### config.mk
export PLATFORM = sky130hd
export DESIGN_NAME = interrupt_controller
export DESIGN_NICKNAME = d
export VERILOG_FILES = /design/src/rtl/interrupt_controller.sv
export SDC_FILE = /design/constraint.sdc
export NUM_CORES = 1
export LEC_CHECK = 0
export CAP_MARGIN = 10
export CORE_MARGIN = 5
export CORE_UTILIZATION = 43
export CTS_CLUSTER_DIAMETER = 150
export DETAILED_ROUTE_END_ITERATION = 8
export PLACE_DENSITY = 0.92
export SKIP_CTS_REPAIR_TIMING = 1
export SYNTH_ARGS = -nofsm -noshare
export SYNTH_HDL_FRONTEND = slang
export SYNTH_SLANG_ARGS = --single-unit
### constraint.sdc
create_clock -name CLK -period 2.4 [get_ports CLK]
set_input_delay 0.36 -clock CLK [delete_from_list [all_inputs] [get_ports CLK]]
set_output_delay 0.36 -clock CLK [all_outputs]
set_load 0.02 [all_outputs]
### src/rtl/interrupt_controller.sv
// interrupt_controller
// Front end for the MCU control unit's INTERRUPT input. It synchronises up to
// eight asynchronous rising-edge request lines and latches them into a pending
// register. Sources can be masked from software. It arbitrates the unmasked
// pending sources by fixed priority, where the lowest index wins. It owns the
// interrupt-enable (I) flag. The control unit's interrupt-entry cycle
// (FLG_SHAD_LD) acts as the acknowledge: it retires the winning source and
// latches that source's ID, so the ISR can read it back.
//
// Ports
//   CLK, RESET     system clock; synchronous active-high reset
//   IRQ            external request lines (async, rising-edge sensitive)
//   I_SET, I_CLR   set / clear the I flag (clear wins)
//   FLG_SHAD_LD    interrupt-entry strobe from the control unit (acknowledge)
//   IO_STRB        OUT strobe; with PORT_ID/OUT_PORT it writes MASK or clears PEND
//   INTERRUPT      request to the control unit (registered state only)
//   I_FLAG         interrupt-enable flag
//   PEND, MASK     pending and mask registers (MASK bit 1 = enabled)
//   ACTIVE_ID      source accepted at the most recent real acknowledge
//   ACTIVE_VALID   set by the first real acknowledge after reset
module interrupt_controller #(
  parameter int unsigned NUM_SRC   = 4,
  parameter logic [7:0]  MASK_PORT = 8'h30,
  parameter logic [7:0]  CLR_PORT  = 8'h31
) (
  input  logic               CLK,
  input  logic               RESET,
  input  logic [NUM_SRC-1:0] IRQ,
  input  logic               I_SET,
  input  logic               I_CLR,
  input  logic               FLG_SHAD_LD,
  input  logic               IO_STRB,
  input  logic [7:0]         PORT_ID,
  input  logic [7:0]         OUT_PORT,
  output logic               INTERRUPT,
  output logic               I_FLAG,
  output logic [NUM_SRC-1:0] PEND,
  output logic [NUM_SRC-1:0] MASK,
  output logic [2:0]         ACTIVE_ID,
  output logic               ACTIVE_VALID
);

  // Synchroniser stages (s1, s2) and the edge-history stage (s3).
  logic [NUM_SRC-1:0] r_s1;
  logic [NUM_SRC-1:0] r_s2;
  logic [NUM_SRC-1:0] r_s3;

  logic [NUM_SRC-1:0] r_pend;
  logic [NUM_SRC-1:0] r_mask;
  logic               r_iflag;
  logic [2:0]         r_active_id;
  logic               r_active_valid;

  logic [NUM_SRC-1:0] w_edge;
  logic [NUM_SRC-1:0] w_elig;
  logic               w_any;
  logic [NUM_SRC-1:0] w_win_onehot;
  logic [2:0]         w_win_id;
  logic               w_ack;
  logic [NUM_SRC-1:0] w_ack_clr;
  logic               w_mask_wr;
  logic               w_clr_wr;
  logic [NUM_SRC-1:0] w_port_clr;
  logic [NUM_SRC-1:0] w_pend_nxt;
  logic               w_unused_out;

  // Detect a rising edge after the synchronised level has settled in s2.
  assign w_edge = r_s2 & ~r_s3;

  assign w_elig = r_pend & r_mask;
  assign w_any  = |w_elig;

  // Two's-complement trick: this keeps only the lowest set bit, which is the
  // fixed-priority winner as a one-hot vector.
  assign w_win_onehot = w_elig & (~w_elig + 1'b1);

  // Scan from the highest index down to the lowest. The lowest eligible index
  // is assigned last, so it is the one that remains.
  always_comb begin
    w_win_id = '0;
    for (int unsigned i = 0; i < NUM_SRC; i++) begin
      if (w_elig[NUM_SRC-1-i]) begin
        w_win_id = 3'(NUM_SRC - 1 - i);
      end
    end
  end

  // An acknowledge with nothing eligible is spurious and changes no state.
  assign w_ack     = FLG_SHAD_LD & w_any;
  assign w_ack_clr = w_ack ? w_win_onehot : '0;

  assign w_mask_wr  = IO_STRB && (PORT_ID == MASK_PORT);
  assign w_clr_wr   = IO_STRB && (PORT_ID == CLR_PORT);
  assign w_port_clr = w_clr_wr ? OUT_PORT[NUM_SRC-1:0] : '0;

  // A new edge always beats a clear from the acknowledge or from a port write.
  assign w_pend_nxt = (r_pend & ~(w_ack_clr | w_port_clr)) | w_edge;

  // OUT_PORT bits above NUM_SRC are unused.
  assign w_unused_out = &{1'b0, OUT_PORT};

  always_ff @(posedge CLK) begin
    if (RESET) begin
      r_s1           <= '0;
      r_s2           <= '0;
      r_s3           <= '0;
      r_pend         <= '0;
      r_mask         <= '0;
      r_iflag        <= 1'b0;
      r_active_id    <= '0;
      r_active_valid <= 1'b0;
    end else begin
      r_s1   <= IRQ;
      r_s2   <= r_s1;
      r_s3   <= r_s2;
      r_pend <= w_pend_nxt;

      if (w_mask_wr) begin
        r_mask <= OUT_PORT[NUM_SRC-1:0];
      end

      if (I_CLR) begin
        r_iflag <= 1'b0;
      end else if (I_SET) begin
        r_iflag <= 1'b1;
      end

      if (w_ack) begin
        r_active_id    <= w_win_id;
        r_active_valid <= 1'b1;
      end
    end
  end

  // The request is built from registered state only, so no input reaches it
  // combinationally.
  assign INTERRUPT    = r_iflag & w_any;
  assign I_FLAG       = r_iflag;
  assign PEND         = r_pend;
  assign MASK         = r_mask;
  assign ACTIVE_ID    = r_active_id;
  assign ACTIVE_VALID = r_active_valid;

endmodule

==> results of run 1 <==
==> area by class of cell <==
| type | count | area share [%] |
|---|---|---|
| timing repair buffer | 35 | 26.6 |
| tap | 27 | 2.58 |
| multi-input combinational | 62 | 30.4 |
| sequential | 24 | 36.7 |
| inverter | 3 | 0.861 |
| clock buffer | 4 | 2.78 |
==> power by group through the flow <==
stage | registers, mW | logic [mW] | clock network [mW]
after CTS | 0.418 | 0.0813 | 0.215
after global routing | 0.419 | 0.0876 | 0.230
after global placement | 0.426 | 0.0791 | 0
after floorplan | 0.431 | 0.0249 | 0
final | 0.418 | 0.0804 | 0.206
after detailed placement | 0.427 | 0.0806 | 0
==> layer usage <==
metal | vias to the layer above | track usage (%) | wire [um]
met5 | - | 0 | 0
met4 | 0 | 4.07 | 8
met3 | 2 | 4.87 | 181
met2 | 35 | 24.2 | 965
met1 | 360 | 13.9 | 834
li1 | 391 | - | -
==> kinds of logic (layout without fill, tap and decap cells) <==
group                  Yosys count  count (layout)  share of synthesized area, %
other                            1               1                         0.415
muxes                            4               4                          4.43
buffers and inverters            6              42                          2.90
AOI/OAI and AO/OA               12              12                          11.5
and+or+nand+nor                 45              45                          27.7
DFF                             24              24                          53.1
==> worst max-delay path, stage by stage (launching register included) <==
cell	delay (ns)
dfxtp_1	0.37
a22oi_1	0.39
a21boi_0	0.16
clkdlybuf4s50_1	0.58
==> state kept, by name (all words and copies together) (netlist names) <==
| signal | flops |
|---|---|
| ACTIVE_ID | 2 |
| ACTIVE_VALID | 1 |
| I_FLAG | 1 |
| MASK | 4 |
| PEND | 4 |
| r_s1 | 4 |
| r_s2 | 4 |
| r_s3 | 4 |
==> metrics by stage <==
step / power [mW] / instances / worst slack (ns) / util [%] / hold WS [ns]
2_1_floorplan: 0.456 / 92 / 0.812 / - / 0.414
3_3_place_gp: 0.505 / 151 / 0.345 / 64.1 / 0.417
3_5_place_dp: 0.507 / 151 / 0.339 / 64.1 / 0.431
4_1_cts: 0.714 / 155 / 0.220 / 66.0 / 0.460
5_1_grt: 0.736 / 155 / 0.116 / 66.0 / 0.482
6_report: 0.704 / 155 / 0.228 / 66.0 / 0.455
==> placed cells by master (no fill, tap or decap), types with 2 or more instances in the layout <==
cell             instances
or3_1                    4
nor2_1                   2
nor2b_1                 16
mux2i_1                  4
nand3_1                  3
inv_1                    3
a22oi_1                  2
clkbuf_4                 3
a41o_1                   4
nand2_1                 15
dfxtp_1                 24
clkdlybuf4s50_1         34
==> how the worst max path moves through the flow <==
stage	start	endpoint	slack, ns	cells past startpoint
after global routing	MASK[0]$_SDFFE_PP0P_	INTERRUPT	0.12	3
after floorplan	PORT_ID[1]	PEND[0]$_SDFF_PP0_	0.81	3
after CTS	MASK[0]$_SDFFE_PP0P_	INTERRUPT	0.22	3
after global placement	PORT_ID[1]	PEND[2]$_SDFF_PP0_	0.35	4
after detailed placement	PORT_ID[1]	PEND[1]$_SDFF_PP0_	0.34	4
final	MASK[0]$_SDFFE_PP0P_	INTERRUPT	0.23	3
==> metrics.txt, run 1 <==
status complete, no violations; Setup Viol. Count Final 0; Cell Area, Synth 905 sq um; Tmin final 2.17 ns; via density per instance 5.08; P_sw 0.150 mW; hold path start r_s1[0]$_SDFF_PP0_; HP Class reg -> reg; global-route wire length before repair 3330 um; DRT antenna net count 0; Max-Cap Viols 0; Clock Root Buffer clkbuf_4; Std-Cell Rows 16; CP max FO 5; CTS sink count 24; switching part of the total 21.4%; GRT Util Overall 13.2%; Max Freq 460 MHz; Post-synth ARST share 0%; crit end category output port; largest net degree at the start of global routing 16; CTS tree built; Detail Placement HPWL 1570 um; Synth cell types 25; R2R Path Start MASK[0]$_SDFFE_PP0P_; Sum Neg Setup Slack 0 ns; synth top area cells dfxtp_1, nor2b_1, nand2_1; most instantiated cells after synthesis dfxtp_1, nor2b_1, nand2_1; initial antenna violation count 0; sequential area share after synthesis 53.1%; DRT Pass-1 Iters 5; peak supply drop 0.000473 V; Min-Delay Endpoint r_s2[0]$_SDFF_PP0_; ratio of cells with drive above 1 in the final layout 6.25%; Pint 0.554 mW; Multi-input gate area 398 sq um; Crit Path Category reg -> out; Final Hold Fails 0; Longest Clk Path Bufs 2; count of flip-flops with a built-in enable after synthesis 0; CP Data Required Time 2.04 ns; die area 3120 sq um; Critical Path Source Type flop; syn nets 118; Boundary Pins 40; Logic pwr share 11.4%; Hold Crit Depth 1; Overflow after GRT 0; Yosys reg bits 24; flop2flop setup slack 1.16 ns; Clock Skews 0.000811 ns; die span in x 55.9 um; top-area cell type share of the netlist area 53.1%; H-tree level count 1; most numerous cell in the Yosys netlist dfxtp_1; Synth Instances 92; Layout fillers 160; die height 55.9 um; diodes inserted 0; Core Region 1980 sq um; DR vias 788; Num CTS Buffers 3; Reg area 480 sq um; final instance area 1310 sq um; Worst EP arrival 1.81 ns; mean post-synth cell area 9.83 sq um; worst skew pair latency 0.31 ns; port bufs 34; Starting DRT DRC Count 20; DP Area 1270 sq um; sequential share of power 59.3%; dominant cell type by area after synthesis dfxtp_1; R2R Path End ACTIVE_ID[0]$_SDFFE_PP0P_; final RePlAce weighted congestion 0.831; Reg clk slew, reported paths 0.12 ns; Post-route DRC 0; fin. max-slew vios 0; vias in the first global route 769; Clk network pwr share 29.3%; Worst R2R Path Depth 3; Main synth FF type dfxtp_1; power per cell area 539 nW/um^2; Final nets 155; initial core utilization 45.6%; Leak Pwr 0.499 nW; crit share post-route 90.5%; Ys Warns 0; Routed WL 1990 um; Area Overhead vs Synth 44.5%; RSZ-0062 raised after global routing false; drt wl/cell 12.8 um
Note: power is estimated with default switching activity, not from simulation.
==> inputs of run 2 (changes only) <==
--- a/config.mk
+++ b/config.mk
@@ -7,10 +7,12 @@
 export LEC_CHECK = 0
 export CAP_MARGIN = 10
 export CORE_MARGIN = 5
-export CORE_UTILIZATION = 43
+export CORE_UTILIZATION = 45
+export CTS_BUF_LIST = sky130_fd_sc_hd__clkbuf_4 sky130_fd_sc_hd__clkbuf_8
 export CTS_CLUSTER_DIAMETER = 150
 export DETAILED_ROUTE_END_ITERATION = 8
-export PLACE_DENSITY = 0.92
+export HOLD_SLACK_MARGIN = 0.03
+export PLACE_DENSITY = 0.95
 export SKIP_CTS_REPAIR_TIMING = 1
 export SYNTH_ARGS = -nofsm -noshare
 export SYNTH_HDL_FRONTEND = slang
==> constraint.sdc (replaced) <==
create_clock -name CLK -period 2.4 [get_ports CLK]
set_input_delay 0.36 -clock CLK [delete_from_list [all_inputs] [get_ports CLK]]
set_output_delay 0.36 -clock CLK [all_outputs]
set_load 0.005 [all_outputs]
==> run 2 against run 1 <==
Highest routed layer unchanged. Clock skew is 0.00076 ns higher. Via count grew 1.5%. Critical endpoint unchanged. Sequential share of layout area up 0.39 points. Utilization grew 0.65 points. Non-clock buffer count stayed put. Combinational power is 6.1% lower. Maximum frequency increased by 2.6%. Cell area is 1.1% lower. Routed wire length increased by 8.3%. Hold slack improved by 0.00098 ns.
==> metrics.txt, run 2 (same netlist as run 1, synthesis figures left out) <==
crit share post-route 88.2% (was 90.5%); CP Cell Sequence a22oi_1 -> a21boi_0 -> clkdlybuf4s50_1 (unchanged); Worst R2R Path Depth 3 (unchanged); Core Region 1940 sq um (was 1980 sq um); Layout fillers 180 (was 160); fin util 66.6% (was 66.0%); R2R Path End PEND[3]$_SDFF_PP0_ (was ACTIVE_ID[0]$_SDFFE_PP0P_); worst skew pair latency 0.30 ns (was 0.31 ns); R2R Path Start MASK[0]$_SDFFE_PP0P_ (unchanged); Max Freq 472 MHz (was 460 MHz); CTS tree built (unchanged); GRT Util Overall 16.4% (was 13.2%); status complete, no violations (unchanged); die area 3010 sq um (was 3120 sq um); crit end category output port (unchanged); Overflow after GRT 0 (unchanged); Cells after DPL 151 (unchanged); final RePlAce weighted congestion 0.812 (was 0.831); Boundary Pins 40 (unchanged); peak supply drop 0.000499 V (was 0.000473 V); hold path start r_s1[0]$_SDFF_PP0_ (unchanged); Post-route DRC 0 (unchanged); Std-Cell Rows 16 (unchanged); via density per instance 5.19 (was 5.08); final setup margin 0.282 ns (was 0.228 ns); Starting DRT DRC Count 8 (was 20); worst path bufs/invs 1 (unchanged); largest net degree at the start of global routing 16 (unchanged); Reg clk slew, reported paths 0.11 ns (was 0.12 ns); slowest cell on the critical path clkdlybuf4s50_1 (unchanged); die span in x 54.8 um (was 55.9 um); DR vias 800 (was 788); initial antenna violation count 0 (unchanged); Leak Pwr 0.492 nW (was 0.499 nW); initial core utilization 46.6% (was 45.6%); fin. max-slew vios 0 (unchanged); global-route wire length before repair 3400 um (was 3330 um); RSZ-0062 raised after global routing false (unchanged); Final nets 155 (unchanged); power per cell area 507 nW/um^2 (was 539 nW/um^2); Fin Hold WS 0.456 ns (was 0.455 ns); Min-Delay Endpoint r_s2[0]$_SDFF_PP0_ (unchanged); H-tree level count 1 (unchanged); Critical Path Source Type flop (unchanged); port bufs 34 (unchanged); Hold Crit Depth 1 (unchanged); DP Worst Slack 0.307 ns (was 0.339 ns); CP max FO 5 (unchanged); ratio of cells with drive above 1 in the final layout 5.51% (was 6.25%); Area Overhead vs Synth 43.0% (was 44.5%); CP max stage delay 0.50 ns (was 0.58 ns); Worst path top cell family by delay compound AO/OA/AOI/OAI gates (was buffers and inverters); Setup Viol. Count Final 0 (unchanged); Clock Root Buffer clkbuf_4 (unchanged); HP Class reg -> reg (unchanged); Max-Cap Viols 0 (unchanged); CP Data Required Time 2.04 ns (about the same); Clock Skews 0.00157 ns (was 0.000811 ns); vias in the first global route 825 (was 769); diodes inserted 0 (unchanged); commonest cells after routing, fill and taps aside clkdlybuf4s50_1, dfxtp_1, nor2b_1 (unchanged); Tmin final 2.12 ns (was 2.17 ns); Longest Clk Path Bufs 2 (unchanged); die height 54.8 um (was 55.9 um); CTS sink count 24 (unchanged); Detail Placement HPWL 1760 um (was 1570 um); flop2flop setup slack 1.14 ns (was 1.16 ns); Crit Path Category reg -> out (unchanged); Routed WL 2150 um (was 1990 um); Cell Count, Final, Fillers Out 154 (was 155); DRT Pass-1 Iters 4 (was 5); Final Hold Fails 0 (unchanged); commonest non-fill, non-tap cell in the layout clkdlybuf4s50_1 (unchanged); Worst EP arrival 1.76 ns (was 1.81 ns); Sum Neg Setup Slack 0 ns (unchanged); drt wl/cell 14.0 um (was 12.8 um); DRT antenna net count 0 (unchanged); Num CTS Buffers 3 (unchanged)
## run 2: cell types whose count changed in the layout (fill, tap and decap cells not counted), sizes merged
cell,before,now
clkbuf,4,3
## run 2: metrics by stage
stage | cell area [sq um] | total power [mW]
finish | 1290 | 0.656
global placement | 1270 | 0.498
floorplan | 905 | 0.449
CTS | 1290 | 0.666
global route | 1290 | 0.695
detailed placement | 1270 | 0.503
## run 2: worst max path at each step
stage	from	end	slack, ns	cells after the start
after floorplan	PORT_ID[1]	PEND[0]$_SDFF_PP0_	0.81	3
after global placement	PORT_ID[1]	PEND[2]$_SDFF_PP0_	0.35	4
after detailed placement	PORT_ID[1]	PEND[2]$_SDFF_PP0_	0.31	4
after CTS	MASK[0]$_SDFFE_PP0P_	INTERRUPT	0.25	3
after global routing	MASK[0]$_SDFFE_PP0P_	INTERRUPT	0.19	3
final	MASK[0]$_SDFFE_PP0P_	INTERRUPT	0.28	3
## run 2: where the power goes
part / switching (mW) / internal, mW
Clock: 0.105 / 0.0585
Sequential: 0.00623 / 0.411
Combinational: 0.0253 / 0.0502
## run 2: layout make-up
cell class                      count  area, sq um  share of cell area, %
Sequential cell                    24          480                   37.1
Multi-Input combinational cell     62          398                   30.8
Timing Repair Buffer               35          348                   26.9
Tap cell                           27         33.8                   2.61
Clock buffer                        3         22.5                   1.74
Inverter                            3         11.3                  0.870
## run 2: routing by layer
layer / part of all wire [%] / global-route usage, % / vias up / routed length [um]
li1: - / - / 388 / -
met1: 37 / 15.3 / 376 / 788
met2: 52 / 31.5 / 32 / 1120
met3: 9.5 / 4.09 / 4 / 204
met4: 2.0 / 9.13 / 0 / 43
met5: 0 / 0 / - / 0
==> inputs of run 3 (changes only) <==
--- a/config.mk
+++ b/config.mk
@@ -7,12 +7,12 @@
 export LEC_CHECK = 0
 export CAP_MARGIN = 10
 export CORE_MARGIN = 5
-export CORE_UTILIZATION = 45
+export CORE_UTILIZATION = 38
 export CTS_BUF_LIST = sky130_fd_sc_hd__clkbuf_4 sky130_fd_sc_hd__clkbuf_8
 export CTS_CLUSTER_DIAMETER = 150
 export DETAILED_ROUTE_END_ITERATION = 8
 export HOLD_SLACK_MARGIN = 0.03
-export PLACE_DENSITY = 0.95
+export PLACE_DENSITY = 0.87
 export SKIP_CTS_REPAIR_TIMING = 1
 export SYNTH_ARGS = -nofsm -noshare
 export SYNTH_HDL_FRONTEND = slang
==> constraint.sdc (replaced) <==
create_clock -name CLK -period 1.8 [get_ports CLK]
set_input_delay 0.27 -clock CLK [delete_from_list [all_inputs] [get_ports CLK]]
set_output_delay 0.27 -clock CLK [all_outputs]
set_load 0.005 [all_outputs]
==> run 3 against run 2 <==
Sequential share of layout area decreased by 1.2 points. Sequential power increased by 34%. Utilization decreased by 5.3 points. Routed wire length decreased by 4.7%. Die area increased by 15%. Sequential cell count unchanged. Clock skew increased by 0.0016 ns. First-iteration DRC count increased by 25%. Critical endpoint unchanged.
==> metrics.txt, run 3 (same netlist as run 1, synthesis figures left out) <==
vias in the first global route 758 (was 825); Overflow after GRT 0 (unchanged); DR vias 792 (was 800); total power 1.03 mW (was 0.656 mW); fin. max-slew vios 0 (unchanged); drt wl/cell 12.9 um (was 14.0 um); worst path bufs/invs 1 (unchanged); Leak Pwr 0.525 nW (was 0.492 nW); Final nets 158 (was 155); CTS tree built (unchanged); Post-route DRC 0 (unchanged); Clock Root Buffer clkbuf_4 (unchanged); ratio of cells with drive above 1 in the final layout 16.0% (was 5.51%); DRT antenna net count 0 (unchanged); largest net degree at the start of global routing 16 (unchanged); Area Overhead vs Synth 51.5% (was 43.0%); CTS sink count 24 (unchanged); DRT Pass-1 Iters 4 (unchanged); Cells after DPL 154 (was 151); die area 3460 sq um (was 3010 sq um); Cell Count, Final, Fillers Out 159 (was 154); status complete, no violations (unchanged); Max Freq 572 MHz; Routed WL 2050 um (was 2150 um); Reg clk slew, reported paths 0.12 ns (was 0.11 ns); slowest cell on the critical path clkdlybuf4s50_1 (unchanged); Setup Viol. Count Final 0 (unchanged); die height 58.8 um (was 54.8 um); Final Hold Fails 0 (unchanged); Longest Clk Path Bufs 2 (unchanged); CP max FO 5 (unchanged); Boundary Pins 40 (unchanged); Reg area 493 sq um (was 480 sq um); port bufs 34 (unchanged); power per cell area 753 nW/um^2 (was 507 nW/um^2); Worst path top cell family by delay buffers and inverters (was compound AO/OA/AOI/OAI gates); crit end category output port (unchanged); Detail Placement HPWL 1650 um (was 1760 um); global-route wire length before repair 3290 um (was 3400 um); initial core utilization 40.5% (was 46.6%); peak supply drop 0.000616 V (was 0.000499 V); commonest cells after routing, fill and taps aside clkdlybuf4s50_1, dfxtp_1, nor2b_1 (unchanged); HP Class reg -> reg (unchanged); commonest non-fill, non-tap cell in the layout clkdlybuf4s50_1 (unchanged); GRT Util Overall 12.1% (was 16.4%); final RePlAce weighted congestion 0.831 (was 0.812); CP Cell Sequence a22oi_2 -> a21boi_0 -> clkdlybuf4s50_1 (was a22oi_1 -> a21boi_0 -> clkdlybuf4s50_1); initial antenna violation count 0 (unchanged); Critical Path Source Type flop (unchanged); Std-Cell Rows 17 (was 16); crit share post-route 97.1%; CP Data Required Time 1.53 ns (was 2.04 ns); CP max stage delay 0.52 ns (was 0.50 ns); Max-Cap Viols 0 (unchanged); Clock Skews 0.00317 ns (was 0.00157 ns); die span in x 58.8 um (was 54.8 um); Starting DRT DRC Count 10 (was 8); worst skew pair latency 0.30 ns (about the same); Num CTS Buffers 3 (unchanged); Worst EP arrival 1.48 ns (was 1.76 ns); via density per instance 4.98 (was 5.19); Core Region 2230 sq um (was 1940 sq um); diodes inserted 0 (unchanged); Crit Path Category reg -> out (unchanged); Tmin final 1.75 ns; H-tree level count 1 (unchanged); Multi-input gate area 408 sq um (was 398 sq um); Layout fillers 194 (was 180)
-- run 3: cell types whose count changed in the layout (fill, tap and decap cells not counted), sizes merged --
cell,delta
buf,+3
bufinv,+1
-- run 3: stage by stage --
stage	instance area (sq um)	util, %	hold slack [ns]	TNS (ns)	setup WS, ns
after CTS	1340	60.0	0.456	-0.0465	-0.0465
after detailed placement	1290	57.6	0.428	-0.647	-0.177
after global routing	1370	61.3	0.473	-0.00671	-0.00671
after global placement	1290	57.6	0.416	-0.612	-0.153
after floorplan	905	-	0.349	0	0.302
final	1370	61.3	0.456	0	0.0523
-- run 3: final cells by class --
| class | instances | share of cell area, % |
|---|---|---|
| inverters | 3 | 0.822 |
| well taps | 28 | 2.56 |
| repair buffers | 38 | 27.0 |
| flip-flops and latches | 24 | 36.0 |
| multi-input cells | 62 | 29.8 |
| clock inverters | 1 | 2.19 |
| clock buffers | 3 | 1.64 |
-- run 3: power breakdown --
group	internal, mW	switching, mW
sequential	0.548	0.00923
combinational	0.0685	0.0334
clock	0.225	0.148
total	0.841	0.190
-- run 3: final timing paths --
check                                           from            endpoint  slack, ns  depth (start not counted)
worst max register to register    PEND[0]$_SDFF_PP0_  PEND[3]$_SDFF_PP0_       0.64                          4
worst min-delay path              r_s1[3]$_SDFF_PP0_  r_s2[3]$_SDFF_PP0_       0.46                          1
worst min register to register    r_s1[3]$_SDFF_PP0_  r_s2[3]$_SDFF_PP0_       0.46                          1
worst max-delay path            MASK[3]$_SDFFE_PP0P_           INTERRUPT       0.05                          3
-- run 3: routing by layer --
metal / vias to the layer above / global-route usage, % / part of all wire, %
met1: 361 / 13.0 / 39
met2: 32 / 22.6 / 49
met5: - / 0 / 0
met4: 0 / 3.88 / 0.54
li1: 397 / - / -
met3: 2 / 3.51 / 11
